$ cat config.mk
export PLATFORM = sky130hd
export DESIGN_NAME = mem_sync_param
export DESIGN_NICKNAME = d
export VERILOG_FILES = /design/src/rtl/mem_sync_param.sv
export SDC_FILE = /design/constraint.sdc
export NUM_CORES = 1
export LEC_CHECK = 0
export CAP_MARGIN = 20
export CORE_MARGIN = 2
export CORE_UTILIZATION = 55
export CTS_BUF_LIST = sky130_fd_sc_hd__clkbuf_2 sky130_fd_sc_hd__clkbuf_4 sky130_fd_sc_hd__clkbuf_8
export DETAILED_ROUTE_END_ITERATION = 10
export PLACE_DENSITY = 0.78
export SYNTH_ARGS = -nofsm -noshare
export SYNTH_HDL_FRONTEND = slang
export SYNTH_SLANG_ARGS = --single-unit
$ cat constraint.sdc
create_clock -name clk -period 5.8 [get_ports clk]
set_input_delay 1.16 -clock clk [delete_from_list [all_inputs] [get_ports clk]]
set_output_delay 1.16 -clock clk [all_outputs]
set_load 0.005 [all_outputs]
$ cat src/rtl/mem_sync_param.sv
// mem_sync_param: parametrised synchronous single-port RAM.
//
// After reset a hardware sweep writes zero to every word. While the sweep runs,
// ready is low and read/write requests are ignored. When the sweep is done the
// block accepts one access per cycle. A read returns its data RD_LAT edges
// after the edge that samples it, together with a one-cycle rd_valid pulse.
// An illegal access is one that asserts read and write together, or that uses
// an address at or above DEPTH. Such an access is dropped, raises a one-cycle
// err pulse and increments the saturating err_cnt.
//
// Optional feature macro: MEM_SYNC_PARITY_EN
//   When defined, every word stores an even-parity bit. The sweep writes a
//   parity bit of 0. The parity_flip input inverts the stored parity bit on a
//   write. A parity mismatch on read data raises parity_err together with
//   rd_valid and increments err_cnt.
//
// Ports:
//   clk          rising-edge clock
//   rst          asynchronous active-high reset
//   read, write  access requests, sampled on posedge clk
//   addr         word address (ADDR_W bits)
//   data_in      write data (DATA_W bits)
//   ready        high once the clear sweep has finished
//   data_out     read data; holds its value between reads
//   rd_valid     one-cycle pulse when data_out carries new read data
//   err          one-cycle pulse on an illegal access
//   err_cnt      saturating count of illegal accesses (and parity errors)
//   parity_flip  (MEM_SYNC_PARITY_EN only) inverts the stored parity on write
//   parity_err   (MEM_SYNC_PARITY_EN only) parity mismatch pulse with rd_valid
module mem_sync_param #(
    parameter int DATA_W   = 8,
    parameter int ADDR_W   = 5,
    parameter int DEPTH    = 32,
    parameter int RD_LAT   = 1,
    parameter int ERRCNT_W = 8
) (
    input  logic                clk,
    input  logic                rst,
    input  logic                read,
    input  logic                write,
    input  logic [ADDR_W-1:0]   addr,
    input  logic [DATA_W-1:0]   data_in,
`ifdef MEM_SYNC_PARITY_EN
    input  logic                parity_flip,
    output logic                parity_err,
`endif
    output logic                ready,
    output logic [DATA_W-1:0]   data_out,
    output logic                rd_valid,
    output logic                err,
    output logic [ERRCNT_W-1:0] err_cnt
);

`ifdef MEM_SYNC_PARITY_EN
    localparam int PAR_W = 1;
`else
    localparam int PAR_W = 0;
`endif
    localparam int WORD_W = DATA_W + PAR_W;
    localparam logic [ADDR_W-1:0] LAST_PTR = ADDR_W'(DEPTH - 1);
    localparam logic [ADDR_W:0] DEPTH_C = (ADDR_W + 1)'(DEPTH);
    localparam logic [ERRCNT_W:0] ERR_MAX = {1'b0, {ERRCNT_W{1'b1}}};

    typedef enum logic [0:0] {
        ST_CLEAR = 1'b0,
        ST_RUN   = 1'b1
    } state_t;

`ifdef MEM_SYNC_PARITY_EN
    // The stored bit makes the total number of ones in the word even.
    function automatic logic even_par(input logic [DATA_W-1:0] d);
        return ^d;
    endfunction
`endif

    state_t              state_r, state_s;
    logic [ADDR_W-1:0]   ptr_r, ptr_s;
    logic                ready_r, ready_s;
    logic [WORD_W-1:0]   mem_r [DEPTH];
    logic                mem_we_s;
    logic [ADDR_W-1:0]   mem_waddr_s;
    logic [WORD_W-1:0]   mem_wdata_s;
    logic                rd_req_s;
    logic                ill_s;
    logic                in_range_s;
    logic [ADDR_W-1:0]   rd_idx_s;
    logic [RD_LAT-1:0]   pipe_vld_r;
    logic [WORD_W-1:0]   pipe_data_r [RD_LAT];
    logic [DATA_W-1:0]   data_out_r;
    logic                rd_valid_r;
    logic                err_r;
    logic [ERRCNT_W-1:0] err_cnt_r;
    logic                par_mis_s;
    logic [1:0]          inc_s;
    logic [ERRCNT_W:0]   cnt_sum_s;
`ifdef MEM_SYNC_PARITY_EN
    logic                parity_err_r;
`endif

    // Address range check and a read index that is always inside the array.
    always_comb begin
        in_range_s = ({1'b0, addr} < DEPTH_C);
        if (in_range_s) begin
            rd_idx_s = addr;
        end else begin
            rd_idx_s = {ADDR_W{1'b0}};
        end
    end

    // FSM state, sweep pointer and ready register.
    always_ff @(posedge clk or posedge rst) begin
        if (rst) begin
            state_r <= ST_CLEAR;
            ptr_r   <= {ADDR_W{1'b0}};
            ready_r <= 1'b0;
        end else begin
            state_r <= state_s;
            ptr_r   <= ptr_s;
            ready_r <= ready_s;
        end
    end

    // Next state, sweep writes and access decode.
    always_comb begin
        state_s     = state_r;
        ptr_s       = ptr_r;
        ready_s     = ready_r;
        mem_we_s    = 1'b0;
        mem_waddr_s = ptr_r;
        mem_wdata_s = {WORD_W{1'b0}};
        rd_req_s    = 1'b0;
        ill_s       = 1'b0;
        case (state_r)
            ST_CLEAR: begin
                mem_we_s    = 1'b1;
                mem_waddr_s = ptr_r;
                if (ptr_r == LAST_PTR) begin
                    state_s = ST_RUN;
                    ready_s = 1'b1;
                    ptr_s   = {ADDR_W{1'b0}};
                end else begin
                    ptr_s = ptr_r + ADDR_W'(1);
                end
            end
            ST_RUN: begin
                ready_s = 1'b1;
                if (read && write) begin
                    ill_s = 1'b1;
                end else if ((read || write) && !in_range_s) begin
                    ill_s = 1'b1;
                end else if (write) begin
                    mem_we_s    = 1'b1;
                    mem_waddr_s = addr;
`ifdef MEM_SYNC_PARITY_EN
                    mem_wdata_s = {even_par(data_in) ^ parity_flip, data_in};
`else
                    mem_wdata_s = data_in;
`endif
                end else if (read) begin
                    rd_req_s = 1'b1;
                end else begin
                    rd_req_s = 1'b0;
                end
            end
            default: begin
                state_s = ST_CLEAR;
                ptr_s   = {ADDR_W{1'b0}};
                ready_s = 1'b0;
            end
        endcase
    end

    // Memory array; its contents are cleared only by the sweep.
    always_ff @(posedge clk) begin
        if (mem_we_s) begin
            mem_r[mem_waddr_s] <= mem_wdata_s;
        end
    end

    // Read pipeline: stage 0 samples the array; later stages add latency.
    always_ff @(posedge clk or posedge rst) begin
        if (rst) begin
            pipe_vld_r <= {RD_LAT{1'b0}};
            for (int k = 0; k < RD_LAT; k++) begin
                pipe_data_r[k] <= {WORD_W{1'b0}};
            end
        end else begin
            pipe_vld_r[0] <= rd_req_s;
            if (rd_req_s) begin
                pipe_data_r[0] <= mem_r[rd_idx_s];
            end
            for (int k = 1; k < RD_LAT; k++) begin
                pipe_vld_r[k]  <= pipe_vld_r[k-1];
                pipe_data_r[k] <= pipe_data_r[k-1];
            end
        end
    end

    // Parity check on the word that is about to reach data_out.
    always_comb begin
`ifdef MEM_SYNC_PARITY_EN
        par_mis_s = pipe_vld_r[RD_LAT-1] && (^pipe_data_r[RD_LAT-1] != 1'b0);
`else
        par_mis_s = 1'b0;
`endif
        inc_s     = {1'b0, ill_s} + {1'b0, par_mis_s};
        cnt_sum_s = {1'b0, err_cnt_r} + (ERRCNT_W + 1)'(inc_s);
    end

    // Output registers: read data, strobes and the saturating error count.
    always_ff @(posedge clk or posedge rst) begin
        if (rst) begin
            data_out_r   <= {DATA_W{1'b0}};
            rd_valid_r   <= 1'b0;
            err_r        <= 1'b0;
            err_cnt_r    <= {ERRCNT_W{1'b0}};
`ifdef MEM_SYNC_PARITY_EN
            parity_err_r <= 1'b0;
`endif
        end else begin
            rd_valid_r <= pipe_vld_r[RD_LAT-1];
            if (pipe_vld_r[RD_LAT-1]) begin
                data_out_r <= pipe_data_r[RD_LAT-1][DATA_W-1:0];
            end
            err_r <= ill_s;
            if (cnt_sum_s > ERR_MAX) begin
                err_cnt_r <= ERR_MAX[ERRCNT_W-1:0];
            end else begin
                err_cnt_r <= cnt_sum_s[ERRCNT_W-1:0];
            end
`ifdef MEM_SYNC_PARITY_EN
            parity_err_r <= par_mis_s;
`endif
        end
    end

    assign ready    = ready_r;
    assign data_out = data_out_r;
    assign rd_valid = rd_valid_r;
    assign err      = err_r;
    assign err_cnt  = err_cnt_r;
`ifdef MEM_SYNC_PARITY_EN
    assign parity_err = parity_err_r;
`endif

endmodule

==> results of run 1 <==
[logic make-up after synthesis]
logic type / share of synthesized area
AO/OA/AOI/OAI: 0.0749
XOR/XNOR: 0.00375
adder cells (fa/ha/maj): 0.00428
buffers and inverters: 0.0212
flip-flops: 0.730
multiplexers: 0.120
AND/OR/NAND/NOR: 0.0453
[state kept, by name, indices dropped and copies added, names as in the netlist, 5 cells and up]
name and count:
data_out 8, mem_r 256, ptr_r 5, err_cnt 8
pipe_data_r 8
[cell type report]
| cell class | instances | area (µm²) |
|---|---|---|
| flip-flops and latches | 290 | 8540 |
| fillers | 1501 | 7800 |
| multi-input cells | 369 | 2910 |
| clock buffers | 68 | 792 |
| repair buffers | 54 | 522 |
| well taps | 275 | 344 |
| clock inverters | 8 | 37.5 |
| inverters | 3 | 11.3 |
[cell usage after synthesis (8+ instances only)]
library cell,count
sky130_fd_sc_hd__a21oi_1,19
sky130_fd_sc_hd__a221oi_2,9
sky130_fd_sc_hd__a22o_1,16
sky130_fd_sc_hd__a22oi_1,34
sky130_fd_sc_hd__and2_1,9
sky130_fd_sc_hd__buf_4,9
sky130_fd_sc_hd__clkbuf_1,12
sky130_fd_sc_hd__dfrtp_1,34
sky130_fd_sc_hd__edfxtp_1,256
sky130_fd_sc_hd__mux2_2,10
sky130_fd_sc_hd__mux2i_1,129
sky130_fd_sc_hd__nand2_1,31
sky130_fd_sc_hd__nor2_1,38
sky130_fd_sc_hd__o22ai_1,8
[where the power goes]
part / internal (mW) / leakage [nW] / switching [mW]
combinational: 0.146 / 1.54 / 0.167
clock: 0.863 / 0.448 / 0.715
sequential: 2.30 / 3.23 / 0.0336
total: 3.31 / 5.22 / 0.915
[layer usage]
layer  global-route usage  routed length [µm]
met1                0.306                9970
met2                0.382               12400
met3               0.0345                1560
met4               0.0684                 502
met5                    0                   0
[critical path: cells and delay by family]
family,cells,cell delay [ns]
buffers and inverters,1,0.51
and+or+nand+nor,3,0.87
AOI/OAI and AO/OA,1,0.98
[metrics by stage]
step                 util  std cells  worst slack [ns]  power [mW]
floorplan               -        698              2.94        2.55
global placement    0.585        987              1.91        2.67
detailed placement  0.587        989              1.84        2.69
CTS                 0.627       1065              2.40        4.25
global route        0.628       1067              2.30        4.36
finish              0.628       1067              2.43        4.23
[worst paths after layout]
| check | slack (ns) | to | startpoint | cells past startpoint |
|---|---|---|---|---|
| setup / recovery | 2.43 | mem_r[26][2]$_DFFE_PP_ | read | 5 |
| hold / removal | 0.47 | ready$_DFFE_PP0P_ | ready$_DFFE_PP0P_ | 1 |
| setup reg to reg | 3.00 | mem_r[26][2]$_DFFE_PP_ | state_r$_DFF_PP0_ | 4 |
| hold reg to reg | 0.47 | ready$_DFFE_PP0P_ | ready$_DFFE_PP0P_ | 1 |
| max in group asynchronous | 4.44 | data_out[1]$_DFFE_PP0P_ | rst | 3 |
| min in group asynchronous | 1.03 | err$_DFF_PP0_ | rst | 3 |
==> qor.txt, run 1 <==
final count of pins violating max slew -> 0
insertion delay to the later sink of the worst-skew pair -> 0.54 ns
number of distinct standard cells referenced by the synthesized netlist -> 41
largest area contributor in the netlist -> sky130_fd_sc_hd__edfxtp_1
global-route wire length before repair -> 37.4 mm
number of nets with antenna violations after routing -> 0
Slowest-stage cell, CP -> sky130_fd_sc_hd__a22oi_1
leading post-synthesis cells by cell area -> sky130_fd_sc_hd__edfxtp_1, sky130_fd_sc_hd__mux2i_1, sky130_fd_sc_hd__dfrtp_1, sky130_fd_sc_hd__a22oi_1, sky130_fd_sc_hd__nor2_1
Starting Density -> 0.558
average vias per placed instance -> 5.98
final-layout setup total negative slack -> 0 ns
maximum number of pins on one net before global-route repair -> 71
final standard cell area without fillers -> 13200 µm²
transition at the pin with the smallest max-transition slack -> 1.28 ns
count of flip-flops with a built-in enable after synthesis -> 256
Total Routing Usage GR -> 0.226
most used cells in the layout excluding fill and tap cells -> sky130_fd_sc_hd__edfxtp_1, sky130_fd_sc_hd__mux2i_1, sky130_fd_sc_hd__clkbuf_8
worst slew margin relative to its limit -> 0.144
leading cell type in the layout, fill and taps excluded -> sky130_fd_sc_hd__edfxtp_1
clk buf depth -> 3
minimum clock period -> 3.37 ns
number of failing setup endpoints in the final timing report -> 0
Critical Path Source Type -> input pin
number of buffers inserted by hold repair at cts -> 0
post-DR wirelength/cell -> 22.9 µm
Cell Area, Placed -> 12300 µm²
y dimension of the die -> 150 µm
total gr overflow -> 0
Post-Synthesis Mean Instance Area -> 16.7 µm²
area growth from synthesis to final layout -> 12.5%
Worst Skew -> 0.0188 ns
post-synthesis instance total -> 698
static power due to leakage -> 5.22 nW
aggregate routed wire length -> 24.4 mm
run status -> complete, no violations
weighted congestion at the end of routability-driven global placement -> 0.847
die width -> 150 µm
maximum clock rate -> 0.297 GHz
Clock Tree Root -> sky130_fd_sc_hd__clkbuf_8
period utilization -> 0.581
count of endpoints failing hold in the final timing report -> 0
Starting DRT DRC Count -> 609
setup bufs post-CTS -> 0
Top FF cell, synth -> sky130_fd_sc_hd__edfxtp_1
number of sinks driven by the clock tree -> 290
ordered cell list for the critical path -> clkdlybuf4s50_1 > nand3b_1 > nor2_1 > a22oi_1 > nor2_1
Row Count -> 53
fraction of final layout cells with drive strength greater than 1 -> 0.149
detailed-routing iteration count for the pre-antenna-repair pass -> 5
number of flip-flops and latches in the synthesized netlist -> 290
share of flip-flops with an asynchronous set or reset after synthesis -> 0.117
worst hold slack -> 0.466 ns
# Max-Cap Violations -> 0
Yosys warning count -> 0
post-detailed-placement half-perimeter wirelength -> 16.3 mm
core area -> 21000 µm²
type of element capturing the critical path -> flip-flop
slowest stage delay, CP -> 0.98 ns
number of vias after detailed routing -> 6385
required time worst endpoint -> 5.96 ns
cell mode on critical path -> sky130_fd_sc_hd__nor2_1
Hold/Removal Path Class -> reg2reg
total of cells resized after clock tree synthesis -> 0
number of global-route vias before repair -> 6514
PwrDens -> 321 nW/µm²
area enclosed by the die boundary -> 22400 µm²
total inserted antenna cells -> 0
total number of nets in the final design -> 782
setup repair after global routing missed its margin -> false
Arr. time, crit path -> 3.53 ns
TritonCTS clock tree -> done
Yosys top cell area share -> 0.658
residual DRC count -> 0
sequential cell area fraction in the yosys report -> 0.730
peak ir drop on the vdd network -> 0.203 mV
I/O pin total -> 36
biggest fanout along the worst timing path -> 9
CTS HTree Levels -> 2
antenna violations before repair -> 0
synthesized net count -> 719
Clock transition at path regs -> 0.06 ns
worst setup path class -> in2reg
Mapped Area -> 11700 µm²
TritonCTS Buffers -> 43
number of input and output port buffers inserted -> 35
No activity file was read; power rests on OpenSTA's default activity.
==> inputs of run 2 (changes only) <==
PLACE_DENSITY = 0.8   (was 0.78)
clock period = 2.74 ns   (was 5.8 ns; I/O delays follow)
==> run 2 against run 1 <==
Effect of this change: sequential power is 110% higher; via count is 4.3% higher; clock skew rose by 0.0060 ns; utilization grew 2.3 points; sequential cell count unchanged; hold slack got worse by 0.060 ns; worst setup slack lost 2.3 ns; non-clock buffer count up 42; global-route usage increased by 1.4 points.
==> qor.txt, run 2 (synthesis results as in run 1) <==
run status -> complete, no violations
y dimension of the die -> 150 µm (unchanged)
biggest fanout along the worst timing path -> 8 (-1)
fill count -> 1419 (-5.5%)
met1 usage -> 0.333 (+0.0268)
PwrDens -> 674 nW/µm² (+110%)
Worst Reg2Reg Path Length in Cells -> 5 (+1)
clk buf depth -> 3 (unchanged)
setup repair after global routing missed its margin -> false
Cell Area, Placed -> 12700 µm² (+3.5%)
area enclosed by the die boundary -> 22400 µm² (unchanged)
post-DR wirelength/cell -> 23.4 µm (+2.1%)
Clock Tree Root -> sky130_fd_sc_hd__clkbuf_8
number of nets with antenna violations after routing -> 0 (unchanged)
residual DRC count -> 0 (unchanged)
number of failing setup endpoints in the final timing report -> 0 (unchanged)
number of global-route vias before repair -> 6819 (+4.7%)
area growth from synthesis to final layout -> 16.6%
Starting DRT DRC Count -> 846 (+39%)
period utilization -> 0.940
number of vias after detailed routing -> 6662 (+4.3%)
Arr. time, crit path -> 2.87 ns (-0.66 ns)
detailed-routing iteration count for the pre-antenna-repair pass -> 5 (unchanged)
worst setup path class -> in2reg
count of endpoints failing hold in the final timing report -> 0 (unchanged)
final standard cell area without fillers -> 13600 µm² (+3.6%)
aggregate routed wire length -> 25.9 mm (+5.9%)
core area -> 21000 µm² (unchanged)
antenna violations before repair -> 0 (unchanged)
weighted congestion at the end of routability-driven global placement -> 0.889 (+4.9%)
maximum number of pins on one net before global-route repair -> 44 (-38%)
most used cells in the layout excluding fill and tap cells -> sky130_fd_sc_hd__edfxtp_1, sky130_fd_sc_hd__mux2i_1, sky130_fd_sc_hd__buf_4
post-detailed-placement half-perimeter wirelength -> 16.5 mm (+1.3%)
number of input and output port buffers inserted -> 35 (unchanged)
required time worst endpoint -> 3.03 ns (-2.93 ns)
number of flip-flops in the largest register -> 256 (unchanged)
average vias per placed instance -> 6.02 (+0.57%)
peak ir drop on the vdd network -> 0.534 mV (+160%)
I/O pin total -> 36 (unchanged)
leading cell type in the layout, fill and taps excluded -> sky130_fd_sc_hd__edfxtp_1
total gr overflow -> 0 (unchanged)
Critical Path Source Type -> input pin
Starting Density -> 0.558 (unchanged)
TritonCTS Buffers -> 44 (+2.3%)
fraction of final layout cells with drive strength greater than 1 -> 0.188 (+0.0385)
GR met3 Demand/Resource -> 0.0445 (+0.0101)
TritonCTS clock tree -> done
die width -> 150 µm (unchanged)
final count of pins violating max slew -> 0 (unchanged)
number of buffers inserted by hold repair at cts -> 0 (unchanged)
Row Count -> 53 (unchanged)
Largest Register -> mem_r
CTS HTree Levels -> 2 (unchanged)
Total Routing Usage GR -> 0.240 (+0.0145)
# Max-Cap Violations -> 0 (unchanged)
minimum clock period -> 2.57 ns
worst hold slack -> 0.407 ns (-0.0597 ns)
global-route wire length before repair -> 39.9 mm (+6.6%)
Hold/Removal Path Class -> in2async
Most Crowded Layer GR -> met2
static power due to leakage -> 5.47 nW (+4.9%)
total of cells resized after clock tree synthesis -> 0 (unchanged)
number of sinks driven by the clock tree -> 290 (unchanged)
total inserted antenna cells -> 0 (unchanged)
GR Layer Usage met2 -> 0.394 (+0.0122)
sum of internal, switching and leakage power -> 9.19 mW (+120%)
worst slew margin relative to its limit -> 0.0137 (-0.130)
Clock transition at path regs -> 0.06 ns (about the same)
total number of nets in the final design -> 825 (+5.5%)
setup bufs post-CTS -> 0 (unchanged)
type of element capturing the critical path -> flip-flop
insertion delay to the later sink of the worst-skew pair -> 0.55 ns (about the same)
Worst Skew -> 0.0248 ns (+0.00600 ns)
worst setup slack before clock tree synthesis -> -0.268 ns (-2.11 ns)
transition at the pin with the smallest max-transition slack -> 1.48 ns (+0.196 ns)
maximum clock rate -> 0.388 GHz
final worst slack -> 0.165 ns (-2.27 ns)
-- run 2: cell types whose count changed in the layout (fill, tap and decap cells not counted), sizes merged --
cell	previous run	this run
buf	20	62
clkbuf	68	52
clkinv	7	14
bufinv	0	3
clkinvlp	1	3
inv	3	5
-- run 2: final timing paths --
path | slack, ns | to | from
setup / recovery | 0.17 | mem_r[18][6]$_DFFE_PP_ | read
hold / removal | 0.41 | ready$_DFFE_PP0P_ | rst
setup reg to reg | 0.24 | mem_r[18][6]$_DFFE_PP_ | state_r$_DFF_PP0_
max in group asynchronous | 2.00 | pipe_data_r[0]$_DFFE_PP0P_ | rst
hold reg to reg | 0.46 | ready$_DFFE_PP0P_ | ready$_DFFE_PP0P_
min in group clk | 0.46 | ready$_DFFE_PP0P_ | ready$_DFFE_PP0P_
-- run 2: per-layer routing --
metal  vias up  share of wire
met5         -              0
met4         0          0.020
met3        48          0.085
met2       372           0.49
met1      3279           0.40
li1       2963              -
-- run 2: power breakdown --
part	leakage [nW]	internal (mW)	switching, mW
Clock	0.457	1.97	1.59
Combinational	1.79	0.330	0.358
Sequential	3.23	4.88	0.0704
Total	5.47	7.17	2.02
-- run 2: stage by stage --
stage                     setup TNS, ns   util  instances
after floorplan                       0      -        698
final                                 0  0.650       1107
after global placement           -15.84  0.608       1033
after global routing                  0  0.650       1107
after CTS                             0  0.650       1107
after detailed placement         -35.02  0.608       1033
-- run 2: critical path: stages --
cell and delay (ns):
sky130_fd_sc_hd__clkdlybuf4s50_1 0.53, sky130_fd_sc_hd__nand3b_1 0.24, sky130_fd_sc_hd__nor2_1 0.08, sky130_fd_sc_hd__a22oi_1 1.10, sky130_fd_sc_hd__nor2_1 0.12, sky130_fd_sc_hd__buf_4 0.24
-- run 2: cell type report --
type / count / area [µm²] / share of cell area
well taps: 275 / 344 / 0.0252
clock buffers: 52 / 691 / 0.0507
flip-flops and latches: 290 / 8540 / 0.626
multi-input cells: 369 / 2910 / 0.214
repair buffers: 96 / 935 / 0.0686
clock inverters: 22 / 200 / 0.0147
inverters: 3 / 11.3 / 0.000826
==> inputs of run 3 (changes only) <==
CTS_CLUSTER_DIAMETER = 80   (was not set)
PLACE_DENSITY = 0.78   (was 0.8)
clock period = 2.6 ns   (was 2.74 ns; I/O delays follow)
==> run 3 against run 2 <==
Effect of this change: sequential cell count stayed put; worst setup slack better by 0.059 ns; clock skew is 0.0060 ns lower; die area stayed put; routed wire length is 0.35% lower; final area hardly changed; register-to-register slack better by 0.07 ns; count of clock-buffer cells in the layout is 11 higher; largest power group unchanged.
==> qor.txt, run 3 (synthesis results as in run 1) <==
y dimension of the die -> 150 µm (unchanged)
CTS HTree Levels -> 2 (unchanged)
# Max-Cap Violations -> 0 (unchanged)
number of vias after detailed routing -> 6673 (+0.17%)
maximum number of pins on one net before global-route repair -> 35 (-20%)
final count of pins violating max slew -> 0 (unchanged)
count of endpoints failing hold in the final timing report -> 0 (unchanged)
most used cells in the layout excluding fill and tap cells -> sky130_fd_sc_hd__edfxtp_1, sky130_fd_sc_hd__mux2i_1, sky130_fd_sc_hd__buf_4
static power due to leakage -> 5.53 nW (+0.97%)
final-layout setup total negative slack -> 0 ns (unchanged)
weighted congestion at the end of routability-driven global placement -> 0.891 (+0.20%)
number of global-route vias before repair -> 6885 (+0.97%)
worst setup path class -> in2reg
detailed-routing iteration count for the pre-antenna-repair pass -> 5 (unchanged)
instance count on the critical path -> 6 (unchanged)
average vias per placed instance -> 5.91 (-1.9%)
core area -> 21000 µm² (unchanged)
Starting Density -> 0.558 (unchanged)
peak ir drop on the vdd network -> 0.499 mV (-6.6%)
Starting DRT DRC Count -> 757 (-11%)
number of nets with antenna violations after routing -> 0 (unchanged)
minimum clock period -> 2.38 ns
post-DR wirelength/cell -> 22.8 µm (-2.4%)
TritonCTS Buffers -> 44 (unchanged)
worst slew margin relative to its limit -> 0.279 (+0.265)
type of element capturing the critical path -> flip-flop
number of failing setup endpoints in the final timing report -> 0 (unchanged)
Clock Tree Root -> sky130_fd_sc_hd__clkbuf_8
Hold/Removal Path Class -> in2async
Largest Register -> mem_r
Total Routing Usage GR -> 0.243 (+0.00252)
clk buf depth -> 3 (unchanged)
worst hold slack -> 0.378 ns (-0.0288 ns)
Worst Skew -> 0.0188 ns (-0.00603 ns)
total inserted antenna cells -> 0 (unchanged)
Clock Power Share -> 0.371 (-0.016)
insertion delay to the later sink of the worst-skew pair -> 0.55 ns (about the same)
capturing element of the worst setup path -> pipe_data_r[3]$_DFFE_PP0P_
sequential cell fraction of total power -> 0.551 (+0.013)
global-route wire length before repair -> 40.0 mm (+0.10%)
timing startpoint of the critical path -> addr[1]
run status -> complete, no violations
maximum clock rate -> 0.421 GHz
residual DRC count -> 0 (unchanged)
ordered cell list for the critical path -> clkdlybuf4s50_1 > nor2b_2 > buf_4 > a221oi_1 > o22ai_1 > o41ai_2
Worst Path Buf+Inv -> 2 (unchanged)
slowest stage delay, CP -> 0.69 ns (-0.41 ns)
post-detailed-placement half-perimeter wirelength -> 17.1 mm (+3.1%)
Reg-to-Reg Start -> state_r$_DFF_PP0_
antenna violations before repair -> 0 (unchanged)
area enclosed by the die boundary -> 22400 µm² (unchanged)
TritonCTS clock tree -> done
aggregate routed wire length -> 25.8 mm (-0.35%)
switching power share of the total -> 0.220 (+0.000946)
PwrDens -> 694 nW/µm² (+2.8%)
end of the worst register-to-register path -> mem_r[20][1]$_DFFE_PP_
total of cells resized after clock tree synthesis -> 0 (unchanged)
area growth from synthesis to final layout -> 16.6% (about the same)
die width -> 150 µm (unchanged)
number of input and output port buffers inserted -> 35 (unchanged)
Clock transition at path regs -> 0.06 ns (about the same)
period utilization -> 0.914
setup slack, reg-to-reg -> 0.31 ns (+0.07 ns)
internal power contribution -> 7.37 mW (+2.7%)
Slowest-stage cell, CP -> sky130_fd_sc_hd__nor2b_2
power spent charging and discharging nets -> 2.08 mW (+3.2%)
Row Count -> 53 (unchanged)
fraction of final layout cells with drive strength greater than 1 -> 0.205 (+0.0172)
part of the power in combinational logic -> 0.077 (+0.002)
number of sinks driven by the clock tree -> 290 (unchanged)
I/O pin total -> 36 (unchanged)
setup bufs post-CTS -> 0 (unchanged)
Arr. time, crit path -> 2.77 ns (-0.10 ns)
transition at the pin with the smallest max-transition slack -> 1.08 ns (-0.398 ns)
sum of internal, switching and leakage power -> 9.45 mW (+2.8%)
Worst Reg2Reg Path Length in Cells -> 5 (unchanged)
total gr overflow -> 0 (unchanged)
total number of nets in the final design -> 845 (+2.4%)
leading cell type in the layout, fill and taps excluded -> sky130_fd_sc_hd__edfxtp_1
family of cells with the greatest summed delay on the critical path -> buffers and inverters
number of buffers inserted by hold repair at cts -> 0 (unchanged)
biggest fanout along the worst timing path -> 12 (+4)
fill count -> 1471 (+3.7%)
setup repair after global routing missed its margin -> false
Critical Path Source Type -> input pin
required time worst endpoint -> 3.00 ns (-0.03 ns)
number of flip-flops in the largest register -> 256 (unchanged)
[run 3: worst min path at each step]
stage / from / end / slack [ns] / cells after the start
3_3_place_gp: ready$_DFFE_PP0P_ / ready$_DFFE_PP0P_ / 0.45 / 1
2_1_floorplan: pipe_vld_r$_DFF_PP0_ / rd_valid$_DFF_PP0_ / 0.35 / 0
3_5_place_dp: ready$_DFFE_PP0P_ / ready$_DFFE_PP0P_ / 0.46 / 1
6_report: rst / err_cnt[3]$_DFF_PP0_ / 0.38 / 3
5_1_grt: rst / err$_DFF_PP0_ / 0.44 / 3
4_1_cts: rst / pipe_data_r[6]$_DFFE_PP0P_ / 0.37 / 3
[run 3: power by group through the flow]
stage | clock network (mW) | logic [mW] | registers (mW)
after floorplan | 0 | 0.389 | 5.29
after global placement | 0 | 0.703 | 5.30
after detailed placement | 0 | 0.730 | 5.31
after CTS | 3.56 | 0.733 | 5.21
after global routing | 3.76 | 0.781 | 5.22
final | 3.51 | 0.732 | 5.21
[run 3: routing by layer]
| layer | part of all wire | vias up | track usage |
|---|---|---|---|
| met5 | 0 | - | 0 |
| met4 | 0.033 | 0 | 0.0981 |
| met3 | 0.075 | 64 | 0.0402 |
| met2 | 0.48 | 321 | 0.380 |
| met1 | 0.41 | 3290 | 0.343 |
| li1 | - | 2998 | - |
[run 3: area by class of cell]
cell class	count	area, µm²	share of cell area
Clock buffer	63	761	0.0558
Clock inverter	14	62.6	0.00459
Inverter	3	11.3	0.000827
Multi-Input combinational cell	369	2910	0.214
Sequential cell	290	8540	0.627
Tap cell	275	344	0.0253
Timing Repair Buffer	116	997	0.0732
[run 3: worst reg2reg max path, stage by stage (launching register included)]
cell and delay, ns:
sky130_fd_sc_hd__dfrtp_1 0.48, sky130_fd_sc_hd__nand3b_1 0.28, sky130_fd_sc_hd__nor3_1 0.08, sky130_fd_sc_hd__a21oi_1 0.84
sky130_fd_sc_hd__nor2_1 0.15, sky130_fd_sc_hd__buf_4 0.22
[run 3: metrics by stage]
stage | area (µm²) | worst slack [ns] | std cells | utilization
after CTS | 13600 | 0.313 | 1130 | 0.650
after detailed placement | 12800 | -0.233 | 1053 | 0.611
after floorplan | 11700 | 0.380 | 698 | -
after global routing | 13600 | 0.210 | 1130 | 0.650
final | 13600 | 0.224 | 1130 | 0.650
after global placement | 12800 | -0.190 | 1053 | 0.611
